<file path="src/rtl/lsu_if.sv">
// Memory-side bus of the load/store unit: request, write strobe, lanes,
// grant and read-data return, with one modport per side.
interface lsu_if;
  logic        mem_req_o;
  logic        mem_we_o;
  logic [31:0] mem_addr_o;
  logic [31:0] mem_wdata_o;
  logic [3:0]  mem_be_o;
  logic        mem_gnt_i;
  logic        mem_rvalid_i;
  logic [31:0] mem_rdata_i;

  modport master (
    output mem_req_o, mem_we_o, mem_addr_o, mem_wdata_o, mem_be_o,
    input  mem_gnt_i, mem_rvalid_i, mem_rdata_i
  );

  modport slave (
    input  mem_req_o, mem_we_o, mem_addr_o, mem_wdata_o, mem_be_o,
    output mem_gnt_i, mem_rvalid_i, mem_rdata_i
  );
endinterface

</file>
<file path="src/rtl/lsu.sv">
// Load/store unit: decodes RV32 loads/stores, drives a req/gnt/rvalid bus,
// extracts and writes back load data, flags misalignment and bus timeouts.
module lsu #(
  parameter int unsigned TIMEOUT_CYCLES = 255
) (
  input  logic        clk,
  input  logic        rst,
  input  logic        ins_valid_i,
  input  logic [31:0] ins_i,
  input  logic [31:0] rs1_data_i,
  input  logic [31:0] rs2_data_i,
  output logic        hold_flag_o,
  output logic [4:0]  rd_addr_o,
  output logic [31:0] rd_data_o,
  output logic        rd_wr_en,
  output logic        misalign_o,
  output logic        bus_err_o,
  lsu_if.master       bus
);

  localparam int unsigned CNT_W = (TIMEOUT_CYCLES < 2) ? 1 : $clog2(TIMEOUT_CYCLES + 1);
  localparam logic [CNT_W-1:0] CNT_LAST = CNT_W'(TIMEOUT_CYCLES - 1);

  typedef enum logic [1:0] {IDLE, REQ, WAIT} state_t;

  state_t            r_state, w_state_nxt;
  logic [CNT_W-1:0]  r_cnt;
  logic [31:0]       r_addr, r_wdata, r_rd_data;
  logic [3:0]        r_be;
  logic [1:0]        r_size;
  logic              r_uns, r_we, r_rd_we, r_misalign, r_berr;
  logic [4:0]        r_rd, r_rd_addr;

  logic [6:0]        w_opcode;
  logic [2:0]        w_f3;
  logic              w_is_load, w_is_store, w_misal;
  logic signed [31:0] w_imm;
  logic [31:0]       w_addr, w_wdata;
  logic [3:0]        w_be;
  logic              w_accept, w_misalign, w_timeout, w_load_done, w_unused;

  function automatic logic [31:0] f_extract(input logic [31:0] rdata, input logic [1:0] off,
                                            input logic [1:0] size, input logic uns);
    logic [31:0]        sh;
    logic signed [7:0]  b;
    logic signed [15:0] h;
    sh = rdata >> {off, 3'b000};
    b  = sh[7:0];
    h  = sh[15:0];
    case (size)
      2'b00:   f_extract = uns ? {24'b0, sh[7:0]}  : 32'(b);
      2'b01:   f_extract = uns ? {16'b0, sh[15:0]} : 32'(h);
      default: f_extract = sh;
    endcase
  endfunction

  assign w_opcode   = ins_i[6:0];
  assign w_f3       = ins_i[14:12];
  assign w_is_load  = (w_opcode == 7'b0000011) &&
                      (w_f3 == 3'b000 || w_f3 == 3'b001 || w_f3 == 3'b010 ||
                       w_f3 == 3'b100 || w_f3 == 3'b101);
  assign w_is_store = (w_opcode == 7'b0100011) && !w_f3[2] && (w_f3[1:0] != 2'b11);
  assign w_imm      = w_is_store ? {{20{ins_i[31]}}, ins_i[31:25], ins_i[11:7]}
                                 : {{20{ins_i[31]}}, ins_i[31:20]};
  assign w_addr     = rs1_data_i + $unsigned(w_imm);
  assign w_misal    = (w_f3[1:0] == 2'b01 && w_addr[0]) ||
                      (w_f3[1:0] == 2'b10 && w_addr[1:0] != 2'b00);
  assign w_unused   = ^ins_i[19:15];

  // Byte enables follow the access size for loads and stores alike.
  always_comb begin
    w_be    = 4'b1111;
    w_wdata = 32'b0;
    case (w_f3[1:0])
      2'b00:   w_be = 4'b0001 << w_addr[1:0];
      2'b01:   w_be = 4'b0011 << w_addr[1:0];
      default: w_be = 4'b1111;
    endcase
    if (w_is_store) begin
      case (w_f3[1:0])
        2'b00:   w_wdata = {4{rs2_data_i[7:0]}};
        2'b01:   w_wdata = {2{rs2_data_i[15:0]}};
        default: w_wdata = rs2_data_i;
      endcase
    end
  end

  always_ff @(posedge clk) begin
    if (rst) r_state <= IDLE;
    else     r_state <= w_state_nxt;
  end

  always_comb begin
    w_state_nxt = r_state;
    hold_flag_o = 1'b0;
    w_accept    = 1'b0;
    w_misalign  = 1'b0;
    w_timeout   = 1'b0;
    w_load_done = 1'b0;
    case (r_state)
      IDLE: begin
        if (!rst && ins_valid_i && (w_is_load || w_is_store)) begin
          if (w_misal) begin
            w_misalign = 1'b1;
          end else begin
            w_accept    = 1'b1;
            hold_flag_o = 1'b1;
            w_state_nxt = REQ;
          end
        end
      end
      REQ: begin
        hold_flag_o = 1'b1;
        if (bus.mem_gnt_i) begin
          w_state_nxt = r_we ? IDLE : WAIT;
        end else if (r_cnt == CNT_LAST) begin
          w_timeout   = 1'b1;
          w_state_nxt = IDLE;
        end
      end
      WAIT: begin
        hold_flag_o = 1'b1;
        if (bus.mem_rvalid_i) begin
          w_load_done = 1'b1;
          w_state_nxt = IDLE;
        end else if (r_cnt == CNT_LAST) begin
          w_timeout   = 1'b1;
          w_state_nxt = IDLE;
        end
      end
      default: w_state_nxt = IDLE;
    endcase
  end

  // Bus outputs are only live while requesting, so they read zero at all other times.
  assign bus.mem_req_o   = (r_state == REQ);
  assign bus.mem_we_o    = (r_state == REQ) && r_we;
  assign bus.mem_addr_o  = (r_state == REQ) ? {r_addr[31:2], 2'b00} : 32'b0;
  assign bus.mem_wdata_o = (r_state == REQ) ? r_wdata : 32'b0;
  assign bus.mem_be_o    = (r_state == REQ) ? r_be : 4'b0;

  always_ff @(posedge clk) begin
    if (rst) begin
      r_cnt      <= '0;
      r_addr     <= '0;
      r_wdata    <= '0;
      r_be       <= '0;
      r_size     <= '0;
      r_uns      <= 1'b0;
      r_we       <= 1'b0;
      r_rd       <= '0;
      r_rd_we    <= 1'b0;
      r_rd_addr  <= '0;
      r_rd_data  <= '0;
      r_misalign <= 1'b0;
      r_berr     <= 1'b0;
    end else begin
      r_misalign <= w_misalign;
      r_berr     <= w_timeout;
      r_rd_we    <= w_load_done && (r_rd != 5'd0);
      if (w_accept) begin
        r_addr  <= w_addr;
        r_wdata <= w_wdata;
        r_be    <= w_be;
        r_size  <= w_f3[1:0];
        r_uns   <= w_f3[2];
        r_we    <= w_is_store;
        r_rd    <= ins_i[11:7];
      end
      if (w_load_done && (r_rd != 5'd0)) begin
        r_rd_addr <= r_rd;
        r_rd_data <= f_extract(bus.mem_rdata_i, r_addr[1:0], r_size, r_uns);
      end
      if (w_accept || (r_state == REQ && bus.mem_gnt_i)) r_cnt <= '0;
      else if (r_state != IDLE)                         r_cnt <= r_cnt + CNT_W'(1);
    end
  end

  assign rd_wr_en   = r_rd_we;
  assign rd_addr_o  = r_rd_addr;
  assign rd_data_o  = r_rd_data;
  assign misalign_o = r_misalign;
  assign bus_err_o  = r_berr;

endmodule

</file>
<file path="src/flat_wrapper.sv">
// flat-port wrapper written by rule: the top's interface ports become plain ports
module lsu_flat 
#(
  parameter int unsigned TIMEOUT_CYCLES = 255
)
  (clk, rst, ins_valid_i, ins_i, rs1_data_i, rs2_data_i, hold_flag_o, rd_addr_o, rd_data_o, rd_wr_en, misalign_o, bus_err_o, bus_mem_req_o, bus_mem_we_o, bus_mem_addr_o, bus_mem_wdata_o, bus_mem_be_o, bus_mem_gnt_i, bus_mem_rvalid_i, bus_mem_rdata_i);
  lsu_if bus_i ();
  input  logic clk;
  input  logic rst;
  input  logic ins_valid_i;
  input  logic [31:0] ins_i;
  input  logic [31:0] rs1_data_i;
  input  logic [31:0] rs2_data_i;
  output logic hold_flag_o;
  output logic [4:0] rd_addr_o;
  output logic [31:0] rd_data_o;
  output logic rd_wr_en;
  output logic misalign_o;
  output logic bus_err_o;
  output wire logic [$bits(bus_i.mem_req_o)-1:0] bus_mem_req_o;
  output wire logic [$bits(bus_i.mem_we_o)-1:0] bus_mem_we_o;
  output wire logic [$bits(bus_i.mem_addr_o)-1:0] bus_mem_addr_o;
  output wire logic [$bits(bus_i.mem_wdata_o)-1:0] bus_mem_wdata_o;
  output wire logic [$bits(bus_i.mem_be_o)-1:0] bus_mem_be_o;
  input wire logic [$bits(bus_i.mem_gnt_i)-1:0] bus_mem_gnt_i;
  input wire logic [$bits(bus_i.mem_rvalid_i)-1:0] bus_mem_rvalid_i;
  input wire logic [$bits(bus_i.mem_rdata_i)-1:0] bus_mem_rdata_i;
  assign bus_mem_req_o = bus_i.mem_req_o;
  assign bus_mem_we_o = bus_i.mem_we_o;
  assign bus_mem_addr_o = bus_i.mem_addr_o;
  assign bus_mem_wdata_o = bus_i.mem_wdata_o;
  assign bus_mem_be_o = bus_i.mem_be_o;
  assign bus_i.mem_gnt_i = bus_mem_gnt_i;
  assign bus_i.mem_rvalid_i = bus_mem_rvalid_i;
  assign bus_i.mem_rdata_i = bus_mem_rdata_i;
  lsu #(.TIMEOUT_CYCLES(TIMEOUT_CYCLES)) u_core (.clk(clk), .rst(rst), .ins_valid_i(ins_valid_i), .ins_i(ins_i), .rs1_data_i(rs1_data_i), .rs2_data_i(rs2_data_i), .hold_flag_o(hold_flag_o), .rd_addr_o(rd_addr_o), .rd_data_o(rd_data_o), .rd_wr_en(rd_wr_en), .misalign_o(misalign_o), .bus_err_o(bus_err_o), .bus(bus_i));
endmodule
</file>
<file path="config.mk">
export PLATFORM = sky130hd
export DESIGN_NAME = lsu_flat
export DESIGN_NICKNAME = d
export VERILOG_FILES = /design/src/rtl/lsu_if.sv /design/src/rtl/lsu.sv /design/src/flat_wrapper.sv
export SDC_FILE = /design/constraint.sdc
export NUM_CORES = 1
export LEC_CHECK = 0
export CAP_MARGIN = 5
export CORE_MARGIN = 3
export CORE_UTILIZATION = 33
export DETAILED_ROUTE_END_ITERATION = 6
export GPL_TIMING_DRIVEN = 0
export PLACE_DENSITY_LB_ADDON = 0.08
export RECOVER_POWER = 100
export SLEW_MARGIN = 10
export SYNTH_ARGS = -nofsm -noshare
export SYNTH_HDL_FRONTEND = slang
export SYNTH_SLANG_ARGS = --single-unit
</file>
<file path="constraint.sdc">
create_clock -name clk -period 7.9 [get_ports clk]
set_clock_uncertainty 0.15 [all_clocks]
set_input_delay 1.185 -clock clk [delete_from_list [all_inputs] [get_ports clk]]
set_output_delay 1.185 -clock clk [all_outputs]
set_load 0.005 [all_outputs]
</file>
==> impl_metrics.sql, run 1 <==
INSERT INTO impl_metrics (metric_group, metric, value, unit) VALUES
('status', 'status', 'complete, no violations', ''),
('sta', 'tns', '0', 'ns'),
('place', 'place_worst_setup_slack', '0.400', 'ns'),
('detailed_routing', 'drt_first_pass_iters', '5', ''),
('detailed_routing', 'detail_route.wl_per_cell', '17.1', 'um'),
('place', 'buffers_on_ports', '234', ''),
('sta', 'period_minus_slack', '7.44', 'ns'),
('logic_synthesis', 'ys_ff_latch', '127', ''),
('clock_network', 'cts_made_buffers', '17', ''),
('die', 'die_outline_height', '157', 'um'),
('global_routing', 'grt_start_max_net_pins', '23', ''),
('run', 'drv.max_cap_violation_count', '0', ''),
('critical_path', 'r2r_setup_slack', '5.25', 'ns'),
('detailed_routing', 'postRouteWirelength', '25.3', 'mm'),
('logic_synthesis', 'post_synth_num_cell_types', '68', ''),
('pwr', 'power_density', '156', 'nW/um^2'),
('sta', 'setup_repair_after_global_routing_missed_its_margin', 'false', ''),
('clock_network', 'cts_resized', '0', ''),
('worst_hold_path', 'min_delay_worst_endpoint', 'u_core.r_wdata[20]$_SDFFE_PP0P_', ''),
('sta', 'relative_slew_margins', '0.365', ''),
('pwr', 'pwr-share-clk', '0.459', ''),
('global_routing', 'number_of_global_route_vias_before_repair', '7148', ''),
('pwr', 'power.switching_fraction', '0.261', ''),
('sta', 'max_slew.worst_pin.slew', '0.950', 'ns'),
('global_routing', 'grt_antenna_before_repair', '0', ''),
('clock_network', 'max-clock-path-buffers', '2', ''),
('logic_synthesis', 'avg_synthesized_cell_area', '8.13', 'um^2'),
('die', 'initial_core_util', '0.341', ''),
('critical_path', 'timing.critical_path.to_type', 'primary output', ''),
('die', 'design.die.area', '24800', 'um^2'),
('sta', 'timing.final.setup_violations', '0', ''),
('clock_network', 'tritoncts', 'yes', ''),
('critical_path', 'startpoint_type', 'primary input', ''),
('cells_and_area', 'diodes', '0', ''),
('critical_path', 'worstSetupPathType', 'primary input to primary output', ''),
('sta', 'timing.final.max_slew_violations', '0', ''),
('sta', 'fin_hold_ws', '0.294', 'ns'),
('global_routing', 'grt-ovfl-total', '0', ''),
('place', 'gp_congestion', '0.840', ''),
('cells_and_area', 'finish.net_count', '1354', ''),
('clock_network', 'ctsHoldBuffers', '0', ''),
('logic_synthesis', 'synth.cell_area', '7560', 'um^2'),
('clock_network', 'numClockSinks', '127', ''),
('sta', 'final.setup.worst_slack', '0.462', 'ns'),
('logic_synthesis', 'seq_area_frac_synth', '0.336', ''),
('clock_network', 'post-cts-setup-buffers', '0', ''),
('pwr', 'power.combinational.fraction', '0.162', ''),
('pwr', 'p_int', '1250', 'uW'),
('detailed_routing', 'vias', '7330', ''),
('critical_path', 'worstReg2RegEnd', 'u_core.r_addr[0]$_SDFFE_PP0P_', ''),
('pwr', 'power.total', '1690', 'uW'),
('logic_synthesis', 'postSynth.asyncResetShare', '0', ''),
('sta', 'layout_worst_path_cycle_share', '0.942', ''),
('pwr', 'power.ir.vdd_worst', '0.110', 'mV'),
('clock_network', 'cts.reportedPaths.clkPinSlew', '0.06', 'ns'),
('die', 'floorplan.die.width', '157', 'um'),
('detailed_routing', 'violation_count_after_the_first_detailed_routing_iteration', '342', ''),
('detailed_routing', 'drc_errors', '0', ''),
('cells_and_area', 'drive_gt1_frac', '0.0636', ''),
('logic_synthesis', 'synth-edff-count', '0', ''),
('global_routing', 'grt_pass1_wl', '39.3', 'mm'),
('die', 'boundaryPins', '244', ''),
('logic_synthesis', 'synth_cells', '929', ''),
('clock_network', 'clock_tree.root_cell', 'clkbuf_16', ''),
('pwr', 'p_leak', '0.00418', 'uW'),
('sta', 'achievable-frequency', '0.134', 'GHz'),
('critical_path', 'timing.critical_path.arrival', '6.10', 'ns'),
('detailed_routing', 'per_cell_via_count_in_the_routed_design', '4.97', ''),
('logic_synthesis', 'top_flip_flop_cell_by_instance_count_after_synthesis', 'dfxtp_1', ''),
('cells_and_area', 'area_growth_syn_to_layout', '43.2', '%'),
('clock_network', 'htree_num_levels', '4', '');
power groups by stage:
stage | Clock (uW) | Combinational, uW | Sequential [uW]
finish | 776 | 273 | 641
global route | 817 | 302 | 641
CTS | 790 | 276 | 641
detailed placement | 0 | 274 | 655
global placement | 0 | 274 | 655
floorplan | 0 | 158 | 655
layout by cell type (no fill, tap or decap), types with 20 or more instances in the layout:
master | netlist | routed
nor2_1 | 74 | 75
mux2i_1 | 34 | 34
dfxtp_1 | 127 | 127
dlygate4sd3_1 | 0 | 63
and2_1 | 68 | 20
clkbuf_1 | 39 | 46
nand3b_1 | 33 | 33
o21ai_0 | 57 | 79
a211oi_1 | 27 | 27
clkdlybuf4s50_1 | 0 | 171
ha_1 | 37 | 37
nand2_1 | 127 | 127
a21oi_1 | 52 | 52
and2_0 | 0 | 48
logic make-up (layout without fill, tap and decap cells):
group | Yosys count | after routing | share of synthesized area
AOI/OAI and AO/OA | 233 | 233 | 0.199
xor gates and xnor gates | 37 | 37 | 0.0429
adders and majority gates | 38 | 38 | 0.0639
buffers and inverters | 76 | 341 | 0.0425
DFF | 127 | 127 | 0.336
muxes | 54 | 54 | 0.0748
other | 1 | 2 | 0.000496
and+or+nand+nor | 363 | 363 | 0.240
through the flow:
stage,std cells,util,instance area [um^2]
3_5_place_dp,1444,0.463,10300
2_1_floorplan,930,-,7560
4_1_cts,1475,0.489,10800
3_3_place_gp,1444,0.463,10300
5_1_grt,1475,0.488,10800
6_report,1475,0.488,10800
state kept, by name (all words and copies together), names as in the netlist:
register / count
u_core.bus_err_o: 1
u_core.misalign_o: 1
u_core.r_addr: 32
u_core.r_be: 4
u_core.r_cnt: 8
u_core.r_rd: 5
u_core.r_size: 2
u_core.r_state: 2
u_core.r_uns: 1
u_core.r_wdata: 32
u_core.r_we: 1
u_core.rd_addr_o: 5
u_core.rd_data_o: 32
u_core.rd_wr_en: 1
routing by layer:
metal,up-vias,track usage,part of all wire
met1,3363,0.284,0.49
met4,0,0.0500,0.012
li1,3769,-,-
met2,176,0.324,0.46
met3,22,0.0344,0.041
met5,-,0,0
cell usage after synthesis (all sizes together), types with 17 or more instances:
| library cell | number | share of area |
|---|---|---|
| a211oi | 28 | 0.028 |
| a21o | 17 | 0.017 |
| a21oi | 54 | 0.037 |
| and2 | 68 | 0.056 |
| buf | 22 | 0.016 |
| clkbuf | 39 | 0.019 |
| dfxtp | 127 | 0.34 |
| ha | 37 | 0.061 |
| mux2 | 20 | 0.030 |
| mux2i | 34 | 0.045 |
| nand2 | 127 | 0.063 |
| nand3b | 33 | 0.033 |
| nor2 | 75 | 0.038 |
| o21ai | 80 | 0.053 |
| xnor2 | 18 | 0.021 |
| xor2 | 19 | 0.022 |
area by class of cell:
| type | count | area [um^2] |
|---|---|---|
| Fill cell | 2265 | 11300 |
| Multi-Input combinational cell | 727 | 4690 |
| Sequential cell | 127 | 2540 |
| Timing Repair Buffer | 234 | 2340 |
| Clock buffer | 18 | 439 |
| Tap cell | 280 | 350 |
| Buffer | 61 | 259 |
| Clock inverter | 13 | 143 |
| Inverter | 15 | 56.3 |
worst max-delay path, stage by stage:
cell and delay [ns]:
clkdlybuf4s50_1 0.40, nor4b_1 0.32, nand4b_1 0.24, or3b_1 0.41
buf_2 0.19, mux2_2 0.24, ha_1 0.15, inv_1 0.06
fa_1 0.60, inv_1 0.08, nor2_1 0.16, or3_1 0.12
o21ai_0 0.13, nor2_1 0.53, clkbuf_1 0.49, nor2_1 0.09
nor2_1 0.16, clkdlybuf4s50_1 0.53
worst max path at each step:
stage / start / to / slack, ns / depth (start not counted)
4_1_cts: ins_i[3] / hold_flag_o / 0.40 / 18
3_3_place_gp: ins_i[3] / hold_flag_o / 0.48 / 18
5_1_grt: ins_i[3] / hold_flag_o / 0.1 / 18
3_5_place_dp: ins_i[3] / hold_flag_o / 0.40 / 18
2_1_floorplan: ins_i[3] / hold_flag_o / 2.36 / 16
6_report: ins_i[3] / hold_flag_o / 0.46 / 18
Power figures use the tool's default switching activity.
==> inputs of run 2 (changes only) <==
Settings changed: SLEW_MARGIN 10 to default.
==> results of run 2 <==
The final DEF is identical to that of run 1; final timing and power are the same.
==> inputs of run 3 (changes only) <==
Settings changed: GPL_TIMING_DRIVEN 0 to default.
==> run 3 against run 2 <==
Against the previous run:
- the run now ends with capacitance limit, slew limit left
- via count fell by 2.3%
- setup slack gained 0.70 ns
- sequential power about the same
- power up 1.2%
- largest power group unchanged
==> impl_metrics.sql, run 3 (synthesized netlist as in run 1, its figures left out) <==
INSERT INTO impl_metrics (metric_group, metric, value, unit) VALUES
('sta', 'relative_slew_margins', '-0.455', ''),
('die', 'rows', '54', ''),
('global_routing', 'grt_start_max_net_pins', '79', ''),
('cells_and_area', 'area_growth_syn_to_layout', '40.9', '%'),
('global_routing', 'grt_antenna_before_repair', '0', ''),
('cells_and_area', 'drive_gt1_frac', '0.0645', ''),
('global_routing', 'grt-ovfl-total', '0', ''),
('clock_network', 'post-cts-setup-buffers', '0', ''),
('die', 'floorplan.core_area', '22200', 'um^2'),
('pwr', 'power.ir.vdd_worst', '0.118', 'mV'),
('place', 'gp_congestion', '0.800', ''),
('clock_network', 'clkLatencyLatePin', '0.41', 'ns'),
('place', 'buffers_on_ports', '236', ''),
('cells_and_area', 'mostFrequentLayoutCells', '171 x clkdlybuf4s50_1, 127 x nand2_1, 127 x dfxtp_1', ''),
('detailed_routing', 'detail_route.wl_per_cell', '16.6', 'um'),
('sta', 'report.final.hold_viol_count', '0', ''),
('critical_path', 'startpoint_type', 'primary input', ''),
('global_routing', 'grt.total_usage', '0.189', ''),
('clock_network', 'clock_tree.root_cell', 'clkbuf_16', ''),
('status', 'status', 'finished with violations', ''),
('place', 'detailedPlacementHpwl', '17.7', 'mm'),
('sta', 'setup_repair_after_global_routing_missed_its_margin', 'false', ''),
('status', 'violations', 'capacitance limit, slew limit', ''),
('critical_path', 'worstPathCellList', 'dlygate4sd3_1, nor4b_1, nand4b_1, or3b_1, mux2_2, ha_1, inv_1, fa_1, inv_1, nor2_1, or3_1, o21ai_0, nor2_1, nor2_1, nor2_1, dlygate4sd3_1', ''),
('sta', 'achievable-frequency', '0.148', 'GHz'),
('critical_path', 'timing.critical_path.arrival', '5.40', 'ns'),
('worst_hold_path', 'hold_class', 'flip-flop to flip-flop', ''),
('clock_network', 'cts.reportedPaths.clkPinSlew', '0.06', 'ns'),
('global_routing', 'grt_pass1_wl', '37.2', 'mm'),
('pwr', 'p_leak', '0.00415', 'uW'),
('clock_network', 'max-clock-path-buffers', '2', ''),
('detailed_routing', 'postRouteWirelength', '23.6', 'mm'),
('cells_and_area', 'diodes', '0', ''),
('critical_path', 'timing.critical_path.fanout_max', '7', ''),
('detailed_routing', 'per_cell_via_count_in_the_routed_design', '5.02', ''),
('sta', 'max_slew.worst_pin.slew', '2.18', 'ns'),
('die', 'initial_core_util', '0.341', ''),
('clock_network', 'ctsHoldBuffers', '0', ''),
('sta', 'timing.final.max_slew_violations', '80', ''),
('global_routing', 'number_of_global_route_vias_before_repair', '6882', ''),
('clock_network', 'cts_made_buffers', '17', ''),
('detailed_routing', 'violation_count_after_the_first_detailed_routing_iteration', '372', ''),
('clock_network', 'htree_num_levels', '4', ''),
('critical_path', 'crit_family', 'simple AND/OR/NAND/NOR gates', ''),
('clock_network', 'tritoncts', 'yes', ''),
('die', 'design.die.area', '24800', 'um^2'),
('die', 'die_outline_height', '157', 'um'),
('pwr', 'power_density', '161', 'nW/um^2'),
('critical_path', 'critical-path-max-stage-delay', '0.58', 'ns'),
('clock_network', 'cts_resized', '0', ''),
('sta', 'tns', '0', 'ns'),
('clock_network', 'numClockSinks', '127', ''),
('die', 'boundaryPins', '244', ''),
('critical_path', 'critPathRequiredTime', '6.57', 'ns'),
('sta', 'final.setup.worst_slack', '1.16', 'ns'),
('detailed_routing', 'drt_first_pass_iters', '5', ''),
('detailed_routing', 'drc_errors', '0', ''),
('critical_path', 'critical-path-slowest-cell', 'dlygate4sd3_1', ''),
('detailed_routing', 'route.antenna.remaining_nets', '0', ''),
('sta', 'period_minus_slack', '6.74', 'ns'),
('sta', 'layout_worst_path_cycle_share', '0.853', ''),
('detailed_routing', 'vias', '7160', ''),
('critical_path', 'crit_path_frequent_cell', 'nor2_1', ''),
('run', 'drv.max_cap_violation_count', '2', ''),
('cells_and_area', 'layout.cells.most_common', 'clkdlybuf4s50_1', ''),
('sta', 'timing.final.setup_violations', '0', ''),
('critical_path', 'critical_path_buf_inv_count', '4', ''),
('cells_and_area', 'finish.net_count', '1305', ''),
('critical_path', 'timing.critical_path.to_type', 'primary output', ''),
('place', 'place_worst_setup_slack', '1.40', 'ns'),
('critical_path', 'worstSetupPathType', 'primary input to primary output', ''),
('die', 'floorplan.die.width', '157', 'um');
[run 3: cell types whose count changed in the layout (fill, tap and decap cells not counted), sizes merged]
cell / before / now
clkinv: 6 / 7
clkinvlp: 5 / 2
clkbuf: 64 / 23
bufinv: 2 / 3
dlygate4sd3: 63 / 64
inv: 15 / 16
buf: 15 / 7
[run 3: path summary, 6_finish.rpt]
path / end / slack, ns / cells past startpoint / start
worst max register to register: u_core.r_cnt[6]$_SDFFE_PP0N_ / 4.30 / 6 / u_core.r_state[1]$_SDFFE_PP0P_
worst min-delay path: u_core.r_wdata[26]$_SDFFE_PP0P_ / 0.29 / 2 / u_core.r_wdata[26]$_SDFFE_PP0P_
worst max-delay path: hold_flag_o / 1.16 / 16 / ins_i[3]
worst min register to register: u_core.r_wdata[26]$_SDFFE_PP0P_ / 0.29 / 2 / u_core.r_wdata[26]$_SDFFE_PP0P_
[run 3: worst register-to-register path, delay by kind of cell, from the launching register on]
family	cells	cell delay (ns)
and+or+nand+nor	3	0.83
buffers and inverters	2	1.69
DFF	1	0.35
adders and majority gates	1	0.46
[run 3: power breakdown]
group	switching (uW)	internal [uW]	total, uW
combinational	133	136	269
sequential	0.393	641	641
clock	302	497	800
total	435	1270	1710
[run 3: final cells by class]
cell class / instances / area, um^2
flip-flops and latches: 127 / 2540
multi-input cells: 727 / 4680
clock inverters: 13 / 164
inverters: 15 / 56.3
clock buffers: 19 / 433
well taps: 280 / 350
fillers: 2217 / 11500
repair buffers: 246 / 2420
[run 3: metal layers]
metal | up-vias | GRT usage | wire length, um
met5 | - | 0 | 0
li1 | 3678 | - | -
met2 | 163 | 0.301 | 10800
met1 | 3300 | 0.260 | 11500
met3 | 19 | 0.0421 | 1160
met4 | 0 | 0.0529 | 242
[run 3: stage by stage]
step	total power [uW]	area, um^2	hold WS [ns]	util	cells
2_1_floorplan	813	7560	0.267	-	930
3_3_place_gp	927	10100	0.276	0.455	1395
3_5_place_dp	925	10100	0.286	0.455	1395
4_1_cts	1730	10700	0.294	0.482	1427
5_1_grt	1790	10600	0.320	0.480	1427
6_report	1710	10600	0.293	0.480	1427
